==> src/rtl/error_sum_accumulator_pkg.sv <==
// Shared types and default widths for the error-sum accumulator slice.
// Latency: n/a (declarations only).
// Backpressure: n/a.
package error_sum_pkg;

  localparam int NUM_OUTPUTS_DEF = 8;
  localparam int SUM_WIDTH_DEF   = 32;
  localparam int CNT_WIDTH_DEF   = 8;

  // Encoding is visible to the HPS through oState, so values are pinned.
  typedef enum logic [1:0] {
    ST_IDLE  = 2'd0,
    ST_ACCUM = 2'd1,
    ST_DONE  = 2'd2
  } state_e;

endpackage

==> src/rtl/error_sum_accumulator_if.sv <==
// Sample stream from the chromosome processor into the accumulator.
// Latency: n/a (wires only).
// Backpressure: oSampleReady gates transfers; a sample moves on valid && ready.
interface error_sum_accumulator_if
  import error_sum_pkg::*;
#(
  parameter int NUM_OUTPUTS = NUM_OUTPUTS_DEF
) ();

  logic                   iSampleValid;
  logic [NUM_OUTPUTS-1:0] iChromOutput;
  logic [NUM_OUTPUTS-1:0] iExpectedOutput;
  logic [NUM_OUTPUTS-1:0] iValidMask;
  logic                   oSampleReady;

  modport master (
    output iSampleValid, iChromOutput, iExpectedOutput, iValidMask,
    input  oSampleReady
  );

  modport slave (
    input  iSampleValid, iChromOutput, iExpectedOutput, iValidMask,
    output oSampleReady
  );

endinterface

==> src/rtl/error_sum_accumulator_lane_counter.sv <==
// Per-output-bit mismatch counter; wraps, or sticks at all-ones with ERROR_SUM_SATURATE_EN.
// Latency: increment visible 1 cycle after the enabling edge.
// Backpressure: none; counts whenever i_inc is high, clear has priority.
module error_lane_counter
  import error_sum_pkg::*;
#(
  parameter int SUM_WIDTH = SUM_WIDTH_DEF
) (
  input  logic                 i_clk,
  input  logic                 i_rst_n,
  input  logic                 i_clear,
  input  logic                 i_inc,
  output logic [SUM_WIDTH-1:0] o_count
);

  logic [SUM_WIDTH-1:0] r_count;

  // Lane count register: clear on a new run, otherwise step by one on a mismatch.
  always_ff @(posedge i_clk or negedge i_rst_n) begin
    if (!i_rst_n) begin
      r_count <= '0;
    end else if (i_clear) begin
      r_count <= '0;
    end else if (i_inc) begin
`ifdef ERROR_SUM_SATURATE_EN
      if (r_count != {SUM_WIDTH{1'b1}}) begin
        r_count <= r_count + SUM_WIDTH'(1);
      end
`else
      r_count <= r_count + SUM_WIDTH'(1);
`endif
    end
  end

  assign o_count = r_count;

endmodule

==> src/rtl/error_sum_accumulator.sv <==
// Fitness stage: counts masked chrom/expected mismatches per lane and in total (ERROR_SUM_SATURATE_EN = saturating sums).
// Latency: 1 cycle from transfer edge to sums/total/index; oDone the cycle after the final transfer.
// Backpressure: oSampleReady high only while accumulating; no bubbles between back-to-back transfers.
module error_sum_accumulator
  import error_sum_pkg::*;
#(
  parameter int NUM_OUTPUTS = NUM_OUTPUTS_DEF,
  parameter int SUM_WIDTH   = SUM_WIDTH_DEF,
  parameter int CNT_WIDTH   = CNT_WIDTH_DEF
) (
  input  logic                             iClock,
  input  logic                             iReset_n,
  input  logic                             iStart,
  input  logic [CNT_WIDTH-1:0]             iSequencesToProcess,
  error_sum_accumulator_if.slave           s_if,
  output logic [CNT_WIDTH-1:0]             oSequenceIndex,
  output logic [NUM_OUTPUTS*SUM_WIDTH-1:0] oErrorSums,
  output logic [SUM_WIDTH-1:0]             oTotalErrors,
  output logic                             oDone,
  input  logic                             iDoneFeedback,
  output logic [1:0]                       oState
);

  localparam int POP_W = $clog2(NUM_OUTPUTS + 1);

  state_e                 r_state;
  state_e                 w_state_nxt;
  logic                   w_clear;
  logic                   w_xfer;
  logic [CNT_WIDTH-1:0]   r_count;
  logic [CNT_WIDTH-1:0]   r_idx;
  logic [CNT_WIDTH-1:0]   w_idx_inc;
  logic [SUM_WIDTH-1:0]   r_total;
  logic [SUM_WIDTH-1:0]   w_total_nxt;
  logic [NUM_OUTPUTS-1:0] w_mis;
  logic [POP_W-1:0]       w_pop;
  logic                   r_ready;
  logic                   r_done;

  assign w_mis     = (s_if.iChromOutput ^ s_if.iExpectedOutput) & s_if.iValidMask;
  assign w_idx_inc = r_idx + CNT_WIDTH'(1);

  // State register.
  always_ff @(posedge iClock or negedge iReset_n) begin
    if (!iReset_n) begin
      r_state <= ST_IDLE;
    end else begin
      r_state <= w_state_nxt;
    end
  end

  // Next state plus the clear/transfer strobes; start only counts in IDLE,
  // and the final transfer leaves ACCUM on its own edge.
  always_comb begin
    w_state_nxt = r_state;
    w_clear     = 1'b0;
    w_xfer      = 1'b0;
    case (r_state)
      ST_IDLE: begin
        if (iStart) begin
          w_clear     = 1'b1;
          w_state_nxt = (iSequencesToProcess == '0) ? ST_DONE : ST_ACCUM;
        end
      end
      ST_ACCUM: begin
        w_xfer = s_if.iSampleValid;
        if (w_xfer && (w_idx_inc == r_count)) begin
          w_state_nxt = ST_DONE;
        end
      end
      ST_DONE: begin
        if (iDoneFeedback) begin
          w_state_nxt = ST_IDLE;
        end
      end
      default: w_state_nxt = ST_IDLE;
    endcase
  end

  // Ready and done are flopped from the next state so they leave on clean edges.
  always_ff @(posedge iClock or negedge iReset_n) begin
    if (!iReset_n) begin
      r_ready <= 1'b0;
      r_done  <= 1'b0;
    end else begin
      r_ready <= (w_state_nxt == ST_ACCUM);
      r_done  <= (w_state_nxt == ST_DONE);
    end
  end

  // Latch the run length on an accepted start; later input changes are ignored.
  always_ff @(posedge iClock or negedge iReset_n) begin
    if (!iReset_n) begin
      r_count <= '0;
    end else if (w_clear) begin
      r_count <= iSequencesToProcess;
    end
  end

  // Sequence index: number of samples taken in this run.
  always_ff @(posedge iClock or negedge iReset_n) begin
    if (!iReset_n) begin
      r_idx <= '0;
    end else if (w_clear) begin
      r_idx <= '0;
    end else if (w_xfer) begin
      r_idx <= w_idx_inc;
    end
  end

  // Popcount of the masked mismatch vector.
  always_comb begin
    w_pop = '0;
    for (int i = 0; i < NUM_OUTPUTS; i++) begin
      w_pop = w_pop + POP_W'(w_mis[i]);
    end
  end

`ifdef ERROR_SUM_SATURATE_EN
  logic [SUM_WIDTH:0] w_total_ext;

  // One spare bit catches overflow so the total can pin at all-ones.
  always_comb begin
    w_total_ext = {1'b0, r_total} + {{(SUM_WIDTH + 1 - POP_W){1'b0}}, w_pop};
    w_total_nxt = w_total_ext[SUM_WIDTH] ? {SUM_WIDTH{1'b1}} : w_total_ext[SUM_WIDTH-1:0];
  end
`else
  // Wrapping total.
  always_comb begin
    w_total_nxt = r_total + {{(SUM_WIDTH - POP_W){1'b0}}, w_pop};
  end
`endif

  // Total mismatch register.
  always_ff @(posedge iClock or negedge iReset_n) begin
    if (!iReset_n) begin
      r_total <= '0;
    end else if (w_clear) begin
      r_total <= '0;
    end else if (w_xfer) begin
      r_total <= w_total_nxt;
    end
  end

  genvar g;
  generate
    for (g = 0; g < NUM_OUTPUTS; g++) begin : g_lane
      error_lane_counter #(
        .SUM_WIDTH (SUM_WIDTH)
      ) u_lane (
        .i_clk   (iClock),
        .i_rst_n (iReset_n),
        .i_clear (w_clear),
        .i_inc   (w_xfer & w_mis[g]),
        .o_count (oErrorSums[g*SUM_WIDTH +: SUM_WIDTH])
      );
    end
  endgenerate

  assign s_if.oSampleReady = r_ready;
  assign oDone             = r_done;
  assign oSequenceIndex    = r_idx;
  assign oTotalErrors      = r_total;
  assign oState            = r_state;

endmodule

==> src/flat_wrapper.sv <==
// flat-port wrapper written by rule: the top's interface ports become plain ports
module error_sum_accumulator_flat import error_sum_pkg::*;
#(
  parameter int NUM_OUTPUTS = NUM_OUTPUTS_DEF,
  parameter int SUM_WIDTH   = SUM_WIDTH_DEF,
  parameter int CNT_WIDTH   = CNT_WIDTH_DEF
)
  (iClock, iReset_n, iStart, iSequencesToProcess, oSequenceIndex, oErrorSums, oTotalErrors, oDone, iDoneFeedback, oState, s_if_iSampleValid, s_if_iChromOutput, s_if_iExpectedOutput, s_if_iValidMask, s_if_oSampleReady);
  error_sum_accumulator_if #(.NUM_OUTPUTS(NUM_OUTPUTS)) s_if_i ();
  input  logic iClock;
  input  logic iReset_n;
  input  logic iStart;
  input  logic [CNT_WIDTH-1:0] iSequencesToProcess;
  output logic [CNT_WIDTH-1:0] oSequenceIndex;
  output logic [NUM_OUTPUTS*SUM_WIDTH-1:0] oErrorSums;
  output logic [SUM_WIDTH-1:0] oTotalErrors;
  output logic oDone;
  input  logic iDoneFeedback;
  output logic [1:0] oState;
  input wire logic [$bits(s_if_i.iSampleValid)-1:0] s_if_iSampleValid;
  input wire logic [$bits(s_if_i.iChromOutput)-1:0] s_if_iChromOutput;
  input wire logic [$bits(s_if_i.iExpectedOutput)-1:0] s_if_iExpectedOutput;
  input wire logic [$bits(s_if_i.iValidMask)-1:0] s_if_iValidMask;
  output wire logic [$bits(s_if_i.oSampleReady)-1:0] s_if_oSampleReady;
  assign s_if_i.iSampleValid = s_if_iSampleValid;
  assign s_if_i.iChromOutput = s_if_iChromOutput;
  assign s_if_i.iExpectedOutput = s_if_iExpectedOutput;
  assign s_if_i.iValidMask = s_if_iValidMask;
  assign s_if_oSampleReady = s_if_i.oSampleReady;
  error_sum_accumulator #(.NUM_OUTPUTS(NUM_OUTPUTS), .SUM_WIDTH(SUM_WIDTH), .CNT_WIDTH(CNT_WIDTH)) u_core (.iClock(iClock), .iReset_n(iReset_n), .iStart(iStart), .iSequencesToProcess(iSequencesToProcess), .s_if(s_if_i), .oSequenceIndex(oSequenceIndex), .oErrorSums(oErrorSums), .oTotalErrors(oTotalErrors), .oDone(oDone), .iDoneFeedback(iDoneFeedback), .oState(oState));
endmodule
==> config.mk <==
export PLATFORM = sky130hd
export DESIGN_NAME = error_sum_accumulator_flat
export DESIGN_NICKNAME = d
export VERILOG_FILES = /design/src/rtl/error_sum_accumulator_pkg.sv /design/src/rtl/error_sum_accumulator_if.sv /design/src/rtl/error_sum_accumulator_lane_counter.sv /design/src/rtl/error_sum_accumulator.sv /design/src/flat_wrapper.sv
export SDC_FILE = /design/constraint.sdc
export NUM_CORES = 1
export LEC_CHECK = 0
export BUFFER_PORTS_ARGS = -buffer_cell sky130_fd_sc_hd__buf_4
export CORE_AREA = 2 2 189 191
export DETAILED_ROUTE_END_ITERATION = 6
export DIE_AREA = 0 0 191 193
export GPL_ROUTABILITY_DRIVEN = 0
export MAX_ROUTING_LAYER = met4
export PLACE_DENSITY = 0.67
export SYNTH_ARGS = -nofsm -noshare
export SYNTH_HDL_FRONTEND = slang
export SYNTH_SLANG_ARGS = --single-unit
export TNS_END_PERCENT = 100
==> constraint.sdc <==
create_clock -name iClock -period 2.09 [get_ports iClock]
set_input_delay 0.209 -clock iClock [delete_from_list [all_inputs] [get_ports iClock]]
set_output_delay 0.209 -clock iClock [all_outputs]
set_load 0.05 [all_outputs]
Yosys cells after proc, flatten, opt, wreduce, memory -nomap -nowiden

Cells that the tools add are included.

Add/subtract/negate cells: 17
Eq/ne operators: 5
Mux-type cells: 28
Bitwise operators: 10
Reductions and logical operators: 12

Operators with widths:

| operator                                                               | number |
|---|---|
| 32-bit 2-to-1 mux                                                      | 18 |
| 32-bit by 1-bit adder with 32-bit output (second input constant)       | 8 |
| 32-bit by 4-bit adder with 32-bit output                               | 1 |
| 4-bit by 1-bit adder with 4-bit output                                 | 6 |
| 2-bit nonzero test                                                     | 9 |
| 8-bit 2-to-1 mux                                                       | 2 |
| 8-bit by 1-bit adder with 8-bit output (second input constant)         | 1 |
| 1-bit AND                                                              | 8 |
| 8-bit AND                                                              | 1 |
| 8-bit equality test                                                    | 1 |
| 8-bit logical NOT                                                      | 1 |
| 2-bit 2-to-1 mux                                                       | 4 |
| 8-bit bitwise XOR                                                      | 1 |
| 2-bit case mux with 3 select lines                                     | 1 |
| 2-bit by 1-bit equality test with 1-bit output (second input constant) | 2 |
| 2-bit equality test (second input constant)                            | 2 |
| 1-bit 2-to-1 mux                                                       | 3 |
| 1-bit by 1-bit adder with 2-bit output                                 | 1 |
| 2-bit logical NOT                                                      | 1 |
| 1-bit logical AND                                                      | 1 |

Bits in registers: 308
Word-level logic and storage cells: 86

Logic depth before layout (Yosys ltp)

Gate-level depths: netlist of the first run.

Depth after elaboration: 12
Depth in mapped cells: 19

Hierarchy

Synthesis of the first run repeated with hierarchy kept, for this count alone.

Cells, all modules: 1749
Area, all modules: 16583.4 um2

By module, submodules not included:

| module                | times used | cells an instance | area each (um2) | seq. area each (um2) |
|---|---|---|---|---|
| error_lane_counter    | 8          | 176               | 1680.4          | 800.8 |
| error_sum_accumulator | 1          | 341               | 3140.5          | 1301.2 |

Least setup slack after synthesis of the first run

Ideal clock, no wire load.

Path type: input port to flip-flop
Start point: input port s_if_iExpectedOutput[0]
End point: register u_core.r_total[9] (netlist: u_core.oTotalErrors[9])
Arrival: 4.360 ns
Data required time: 2.005 ns
Path slack: -2.355 ns
Stages: 19
Path buffers: 1
Cell sequence: xor2_1 > and2_1 > ha_1 > inv_1 > fa_1 > inv_1 > fa_1 > fa_1 > inv_1 > fa_1 > inv_1 > ha_1 > a21o_1 > a21o_1 > a21oi_1 > clkbuf_1 > nor2_1 > nand3_1 > mux2i_1

Word-level cells in the longest chain between the ends: 12

Ends and longest elaborated chain:

| element                                             | RTL line                     | RTL |
|---|---|---|
| from (decl)                                         | flat_wrapper.sv:22           | `input wire logic [$bits(s_if_i.iExpectedOutput)-1:0] s_if_iExpectedOutput;` |
| 8-bit bitwise XOR                                   | error_sum_accumulator.sv:40  | `assign w_mis = (s_if.iChromOutput ^ s_if.iExpectedOutput) & s_if.iValidMask;` |
| 8-bit AND                                           | error_sum_accumulator.sv:40  |  |
| 1-bit by 1-bit adder with 2-bit output              | error_sum_accumulator.sv:115 | `w_pop = w_pop + POP_W'(w_mis[i]);` |
| 4-bit by 1-bit adder with 4-bit output (6 in a row) | error_sum_accumulator.sv:115 |  |
| 32-bit by 4-bit adder with 32-bit output            | error_sum_accumulator.sv:130 | `w_total_nxt = r_total + {{(SUM_WIDTH - POP_W){1'b0}}, w_pop};` |
| 32-bit 2-to-1 mux                                   | error_sum_accumulator.sv:140 | `end else if (w_xfer) begin` |
| 32-bit 2-to-1 mux                                   | error_sum_accumulator.sv:138 | `end else if (w_clear) begin` |
| to (signal assigned)                                | error_sum_accumulator.sv:141 | `r_total <= w_total_nxt;` |
| to (decl)                                           | error_sum_accumulator.sv:33  | `logic [SUM_WIDTH-1:0] r_total;` |

Every way passes these cells. The select of a mux whose other input is x is not followed.
A chain may end at the register's enable or synchronous reset.

Final worst setup path of the first run

Start point: input port s_if_iExpectedOutput[0]
End point: register u_core.r_total[24] (netlist: u_core.oTotalErrors[24])

The elaborated chain is that of the path after synthesis.

==> results by group, run 1 <==
Timing
  • Worst clock skew: 0.0184 ns
  • Worst-margin pin slew: 0.651 ns
  • Pins over their slew limit: 0
  • Fin. Hold Viols: 0
  • Worst slew margin: 56.6%
  • Final worst setup slack: -1.71 ns
  • Max Clock Freq: 263 MHz
  • Post-Route Setup TNS: -56.44 ns
  • Final worst path period share: 182%
  • RSZ-0062 raised after global routing: yes
  • Fin crit period: 3.80 ns
  • Finish-stage setup viols: 145

Floorplanning
  • Core box area: 35000 µm²
  • # rows: 69
  • Die X: 191 µm
  • Initial core utilization: 44.3%
  • I/O pins: 337
  • Die area: 36900 µm²
  • Chip height: 193 µm

Setup path
  • CP Capture Type: flop
  • Critical path peak fanout: 5
  • Critical R2R Capture: u_core.g_lane[7].u_lane.o_count[26]$_DFFE_PN0P_
  • Worst path cell trace: buf_6, xor2_4, and2_4, ha_4, inv_2, fa_1, inv_2, fa_1, fa_2, inv_2, fa_2, fa_2, nor2b_1, o21a_2, nor2_4, buf_4, nor4_4, xnor2_1, nor2_1
  • WP buf/inv: 5
  • Critical Path Source Type: input pin
  • Critical Path RT: 2.47 ns
  • Max stage delay cell, worst path: fa_1
  • WS Path Type: input pin to flop
  • Worst path max stage delay: 0.49 ns
  • Reg2reg setup slack: -0.15 ns
  • Worst path arrival time: 4.18 ns
  • CP top delay family: adder cells
  • Reg-to-Reg Start: u_core.oState[1]$_DFF_PN0_
  • FF-to-FF path depth: 9

Hold path
  • HP Start: iDoneFeedback
  • Hold depth: 3
  • Min-Delay Path Class: input pin to flop
  • Hold EP: u_core.oDone$_DFF_PN0_

Routing
  • Vias post-DR: 14200
  • Vias/cell: 5.34
  • Drt first pass iters: 4
  • Drt drc: 0
  • Detailed Route WL: 47100 µm
  • ANT nets after route: 0
  • Iter 0 DRT Violations: 709
  • Routed len/inst: 17.7 µm

Clock tree
  • Clk Tree Root Cell: clkbuf_16
  • Clock latency on the worst-skew pair: 0.51 ns
  • Max clock buf depth: 3
  • Clock Sinks: 308
  • CTS tree: built
  • Worst-path clk slew: 0.06 ns
  • Total CTS buffers: 35
  • H-tree levels: 2

Logic synthesis
  • EDFF count, synth: 0
  • Syn Area/Cell: 9.50 µm²
  • Synth Instances: 1632
  • Net count after synthesis: 1690
  • Post-Syn Area: 15500 µm²
  • Post-synth top flop: dfrtp_1
  • Yosys top cell by area: dfrtp_1
  • Synth cell types: 56
  • Register area share after synthesis: 49.7%
  • Yosys warnings: 0
  • Largest cells by area after synthesis: dfrtp_1 (50%), xor2_1 (7.7%), nor2_1 (6.5%)
  • Asr flop ratio synth: 100%
  • Yosys top cell area share: 49.7%
  • Number of synthesized register bits: 308

Global routing
  • GRT Overall Usage: 25.0%
  • First-pass GRT wire length: 72400 µm
  • Pin count of the biggest net entering global routing: 100
  • Vias in the first global route: 13800
  • Antenna violations before repair: 3
  • Gr ovfl total: 0

Layout
  • Total Nets Final: 2230
  • Layout cells sized above 1: 41.0%
  • Fin util: 66.4%
  • Area Overhead vs Synth: 49.8%

Placement
  • PortBufs: 336
  • Post-DP HPWL: 31700 µm

Pwr
  • VDD IR-drop max: 0.910 mV
  • Cell Pwr Density: 1020 nW/µm²
  • Pleak: 11.2 nW
  • Total Power: 23.6 mW

Job
  • Max Cap Viol: 0

Outcome
  • Outcome: finished, violations left
  • Failing checks: negative setup slack
==> per-stage QoR <==
stage | std cells | cell area [µm²] | hold WS [ns] | setup WS (ns)
final | 2661 | 23200 | 0.0395 | -1.71
after global routing | 2661 | 23200 | 0.0355 | -1.85
after CTS | 2630 | 22200 | 0.0186 | -1.72
after detailed placement | 2521 | 20100 | 0.184 | -2.36
after global placement | 2521 | 20100 | 0.187 | -2.34
after floorplan | 1632 | 16100 | -0.0866 | -1.92
==> worst min-delay path, delay by kind of cell <==
kind	cells	cell delay, ns
muxes	1	0.15
buffers and inverters	1	0.08
AOI/OAI and AO/OA	1	0.07
==> layout by cell type, fill, tap and decap left out, drive strengths merged, types with 56 or more instances in the layout <==
cell type,n
dfrtp,308
nor2,269
xor2,136
nand3,78
nand4,69
buf,548
o21ai,59
clkbuf,56
nand2,157
xnor2,112
==> sequential cells by signal, indices dropped and copies added (netlist names) <==
signal,flops
u_core.r_count,8
u_core.oTotalErrors,32
u_core.s_if.oSampleReady,1
u_core.g_lane.u_lane.o_count,256
u_core.oSequenceIndex,8
u_core.oDone,1
u_core.oState,2
==> area by class of cell <==
class / instances / area [µm²]
Clock buffer: 55 / 1080
Fill cell: 2696 / 11700
Antenna cell: 3 / 7.51
Inverter: 45 / 169
Timing Repair Buffer: 559 / 4640
Sequential cell: 308 / 7790
Multi-Input combinational cell: 1223 / 8890
Tap cell: 461 / 577
Clock inverter: 7 / 63.8
==> worst max path at each step <==
stage / startpoint / end / slack, ns / cells past startpoint
after global placement: s_if_iExpectedOutput[1] / u_core.oTotalErrors[31]$_DFFE_PN0P_ / -2.34 / 20
after global routing: s_if_iExpectedOutput[1] / u_core.oTotalErrors[31]$_DFFE_PN0P_ / -1.85 / 20
after floorplan: s_if_iExpectedOutput[1] / u_core.oTotalErrors[28]$_DFFE_PN0P_ / -1.92 / 17
after detailed placement: s_if_iExpectedOutput[1] / u_core.oTotalErrors[31]$_DFFE_PN0P_ / -2.36 / 20
final: s_if_iExpectedOutput[0] / u_core.oTotalErrors[24]$_DFFE_PN0P_ / -1.71 / 19
after CTS: s_if_iExpectedOutput[1] / u_core.oTotalErrors[31]$_DFFE_PN0P_ / -1.72 / 20
==> metal layers <==
metal | global-route usage [%] | routed length, µm
met3 | 5.39 | 3200
met1 | 31.9 | 19700
met4 | 7.93 | 1380
met5 | - | 0
met2 | 40.1 | 22900
==> logic make-up (layout without fill, tap and decap cells) <==
logic type / Yosys count / in the layout / share of synthesized area, %
and+or+nand+nor: 803 / 806 / 25.9
buffers and inverters: 104 / 666 / 2.64
other: 0 / 3 / 0
xor gates and xnor gates: 248 / 248 / 14.0
adders and majority gates: 21 / 21 / 1.94
AOI/OAI and AO/OA: 135 / 135 / 4.95
DFF: 308 / 308 / 49.7
muxes: 13 / 13 / 0.880
==> cells in the mapped netlist, drive strengths merged (16+ instances only) <==
| cell | instances |
|---|---|
| dfrtp | 308 |
| nor2 | 268 |
| nand2 | 157 |
| xor2 | 136 |
| xnor2 | 112 |
| nand3 | 78 |
| nand4 | 69 |
| o21ai | 59 |
| a21oi | 46 |
| clkbuf | 45 |
| inv | 45 |
| nor3 | 44 |
| or3 | 43 |
| and3 | 40 |
| nor4 | 28 |
| and4 | 24 |
| and2 | 16 |
| ha | 16 |
==> power breakdown <==
| part | switching (mW) | leakage, nW | internal [mW] |
|---|---|---|---|
| Combinational | 6.09 | 6.52 | 3.38 |
| Clock | 2.44 | 0.570 | 3.68 |
| Sequential | 1.12 | 4.11 | 6.91 |
==> what timing repair did <==
item,4_1_cts,5_1_grt
hold endpoints to repair,48,0
buffers inserted,29,30
hold buffers,10,0
resized for setup,117,170
setup endpoints to repair,170,208
gates cloned,10,2
pin swaps,86,96
Power figures use the tool's default switching activity.
==> run 2: changes to the inputs <==
clock period = 3.4 ns   (was 2.09 ns; I/O delays follow)
==> run 2 against run 1 <==
Net effect:
- the flow still finishes with violations (negative setup slack)
- critical path depth rose by 1
- highest routed layer unchanged
- sequential share of layout area rose by 4.1 points
- die area did not move
- first-iteration DRC count rose by 8.6%
- worst setup slack improved by 1.1 ns
- non-clock buffer count fell by 156
- core utilization fell by 7.9 points
- clock power fell by 38%
- critical path type unchanged
==> results by group, run 2 (same netlist as run 1, synthesis figures left out) <==
Outcome
  • Outcome: finished, violations left (unchanged)
  • Failing checks: negative setup slack (unchanged)

Timing
  • RSZ-0062 raised after global routing: yes (unchanged)
  • Pins over their slew limit: 0 (unchanged)
  • Worst slew margin: 35.0% (was 56.6%)
  • Final worst setup slack: -0.571 ns (was -1.71 ns)
  • Finish-stage setup viols: 29 (was 145)
  • Fin crit period: 3.97 ns
  • Fin. Hold Viols: 0 (unchanged)
  • Final worst path period share: 117%
  • Worst-margin pin slew: 0.974 ns (was 0.651 ns)
  • Worst clock skew: 0.00868 ns (was 0.0184 ns)
  • Max Clock Freq: 252 MHz

Floorplanning
  • Chip height: 193 µm (unchanged)
  • Initial core utilization: 44.3% (unchanged)
  • # rows: 69 (unchanged)
  • Core box area: 35000 µm² (unchanged)
  • I/O pins: 337 (unchanged)
  • Die X: 191 µm (unchanged)
  • Die area: 36900 µm² (unchanged)

Pwr
  • Power share of the clock group: 27.5% (was 25.9%)
  • Power Internal: 8.12 mW (was 14.0 mW)
  • Switching portion of total power: 41.0% (was 40.8%)
  • Combinational Power Share: 36.4% (was 40.1%)
  • Pleak: 9.75 nW (was 11.2 nW)
  • Flop pwr share: 36.1% (was 34.0%)
  • VDD IR-drop max: 0.464 mV (was 0.910 mV)
  • Net Switching: 5.64 mW (was 9.64 mW)
  • Total Power: 13.8 mW (was 23.6 mW)
  • Cell Pwr Density: 673 nW/µm² (was 1020 nW/µm²)

Setup path
  • Critical Path Source Type: input pin (unchanged)
  • WS Path Type: input pin to flop (unchanged)
  • CP Capture Type: flop (unchanged)
  • Critical path peak fanout: 9 (was 5)
  • Critical Path RT: 3.83 ns (was 2.47 ns)
  • Worst path arrival time: 4.40 ns (was 4.18 ns)

Routing
  • Vias post-DR: 13300 (was 14200)
  • Drt first pass iters: 5 (was 4)
  • Drt drc: 0 (unchanged)
  • Detailed Route WL: 43000 µm (was 47100 µm)
  • Vias/cell: 5.33 (was 5.34)
  • ANT nets after route: 0 (unchanged)
  • Iter 0 DRT Violations: 770 (was 709)
  • Routed len/inst: 17.2 µm (was 17.7 µm)

Hold path
  • Min-Delay Path Class: input pin to flop (unchanged)

Layout
  • Layout cells sized above 1: 25.4% (was 41.0%)
  • Post-route insts no fill: 2500 (was 2661)
  • Total Nets Final: 2073 (was 2230)
  • Area Overhead vs Synth: 31.9% (was 49.8%)
  • Largest register FFs: 256 (unchanged)
  • Commonest non-fill, non-tap cell in the layout: buf_4 (unchanged)
  • Most frequent cells in the layout: buf_4 (390), dfrtp_1 (308), nor2_1 (265) (was buf_4 (478), nor2_1 (254), dfrtp_1 (238))

Clock tree
  • Worst-path clk slew: 0.06 ns (about the same)
  • H-tree levels: 2 (unchanged)
  • Clock Sinks: 308 (unchanged)
  • CTS tree: built (unchanged)
  • Clk Tree Root Cell: clkbuf_16 (unchanged)
  • Max clock buf depth: 3 (unchanged)
  • Total CTS buffers: 36 (was 35)
  • Clock latency on the worst-skew pair: 0.51 ns (about the same)

Global routing
  • Gr ovfl total: 0 (unchanged)
  • First-pass GRT wire length: 68200 µm (was 72400 µm)
  • Pin count of the biggest net entering global routing: 108 (was 100)
  • Antenna violations before repair: 3 (unchanged)
  • GRT Overall Usage: 23.6% (was 25.0%)
  • Vias in the first global route: 12700 (was 13800)

Placement
  • Placed insts: 2423 (was 2521)
  • PortBufs: 336 (unchanged)
  • Post-DP HPWL: 30500 µm (was 31700 µm)

Job
  • Max Cap Viol: 0 (unchanged)
-- run 2: cell count changes in the layout (fill, tap and decap cells not counted), sizes merged --
cell | before | now
buf | 548 | 402
dlygate4sd3 | 10 | 1
clkinv | 5 | 2
bufinv | 1 | 2
clkbuf | 56 | 55
inv | 46 | 45
or4 | 5 | 4
or4b | 2 | 1
-- run 2: worst paths after layout --
kind,from,end,slack (ns),cells past startpoint
setup / recovery,s_if_iChromOutput[1],u_core.oTotalErrors[31]$_DFFE_PN0P_,-0.57,20
setup reg to reg,u_core.oState[0]$_DFF_PN0_,u_core.g_lane[4].u_lane.o_count[16]$_DFFE_PN0P_,0.46,5
max in group asynchronous,iReset_n,u_core.g_lane[6].u_lane.o_count[29]$_DFFE_PN0P_,1.90,3
min in group asynchronous,iReset_n,u_core.g_lane[0].u_lane.o_count[26]$_DFFE_PN0P_,0.47,2
hold reg to reg,u_core.r_count[5]$_DFFE_PN0P_,u_core.r_count[5]$_DFFE_PN0P_,0.50,2
hold / removal,iSequencesToProcess[5],u_core.r_count[5]$_DFFE_PN0P_,0.04,3
-- run 2: repair_timing --
action                                  4_1_cts  5_1_grt
resized for setup                            19       17
pin swaps                                    14       14
endpoints found under the setup margin       29       29
setup buffers                                 7        7
hold buffers                                  1        0
gates cloned                                  0        1
hold endpoints to repair                    100        0
-- run 2: worst max-delay path: stages --
cell,delay (ns)
buf_8,0.11
xor2_4,0.17
and2_4,0.16
ha_4,0.28
inv_2,0.04
fa_1,0.49
inv_2,0.04
fa_1,0.52
fa_2,0.21
inv_2,0.04
fa_2,0.56
inv_2,0.05
ha_4,0.25
a21o_1,0.11
a21o_1,0.14
a21oi_2,0.07
buf_12,0.17
or3_1,0.31
nor3_2,0.14
mux2i_1,0.19
-- run 2: area by class of cell --
cell class	instances	area (µm²)
multi-input cells	1221	7700
inverters	45	169
clock inverters	4	70.1
fillers	3071	14500
well taps	461	577
flip-flops and latches	308	7710
repair buffers	403	3140
clock buffers	55	1070
diodes	3	7.51
-- run 2: power groups by stage --
stage	sequential, mW	clock, mW	combinational [mW]
finish	4.97	3.79	5.01
global route	5.08	4.04	5.34
CTS	4.96	3.88	4.96
detailed placement	5.01	0	4.88
global placement	4.99	0	4.83
floorplan	6.60	0	1.54
-- run 2: through the flow --
stage	hold WS [ns]	TNS, ns	worst slack [ns]	area [µm²]	utilization, %
after CTS	0.0194	-12.68	-0.556	20300	58.0
after global routing	0.0295	-17.47	-0.740	20400	58.5
after detailed placement	0.484	-32.93	-1.21	19000	54.2
after floorplan	0.0444	-19.65	-0.748	15600	-
after global placement	0.477	-30.94	-1.13	19000	54.2
final	0.0351	-13.43	-0.571	20400	58.5
-- run 2: layer usage --
| layer | share of wire, % | wire length (µm) | GRT usage [%] | vias up |
|---|---|---|---|---|
| li1 | - | - | - | 6347 |
| met1 | 44 | 18700 | 32.0 | 6527 |
| met2 | 46 | 19900 | 35.7 | 374 |
| met3 | 7.7 | 3310 | 5.76 | 66 |
| met4 | 2.4 | 1040 | 6.29 | 0 |
| met5 | 0 | 0 | - | - |
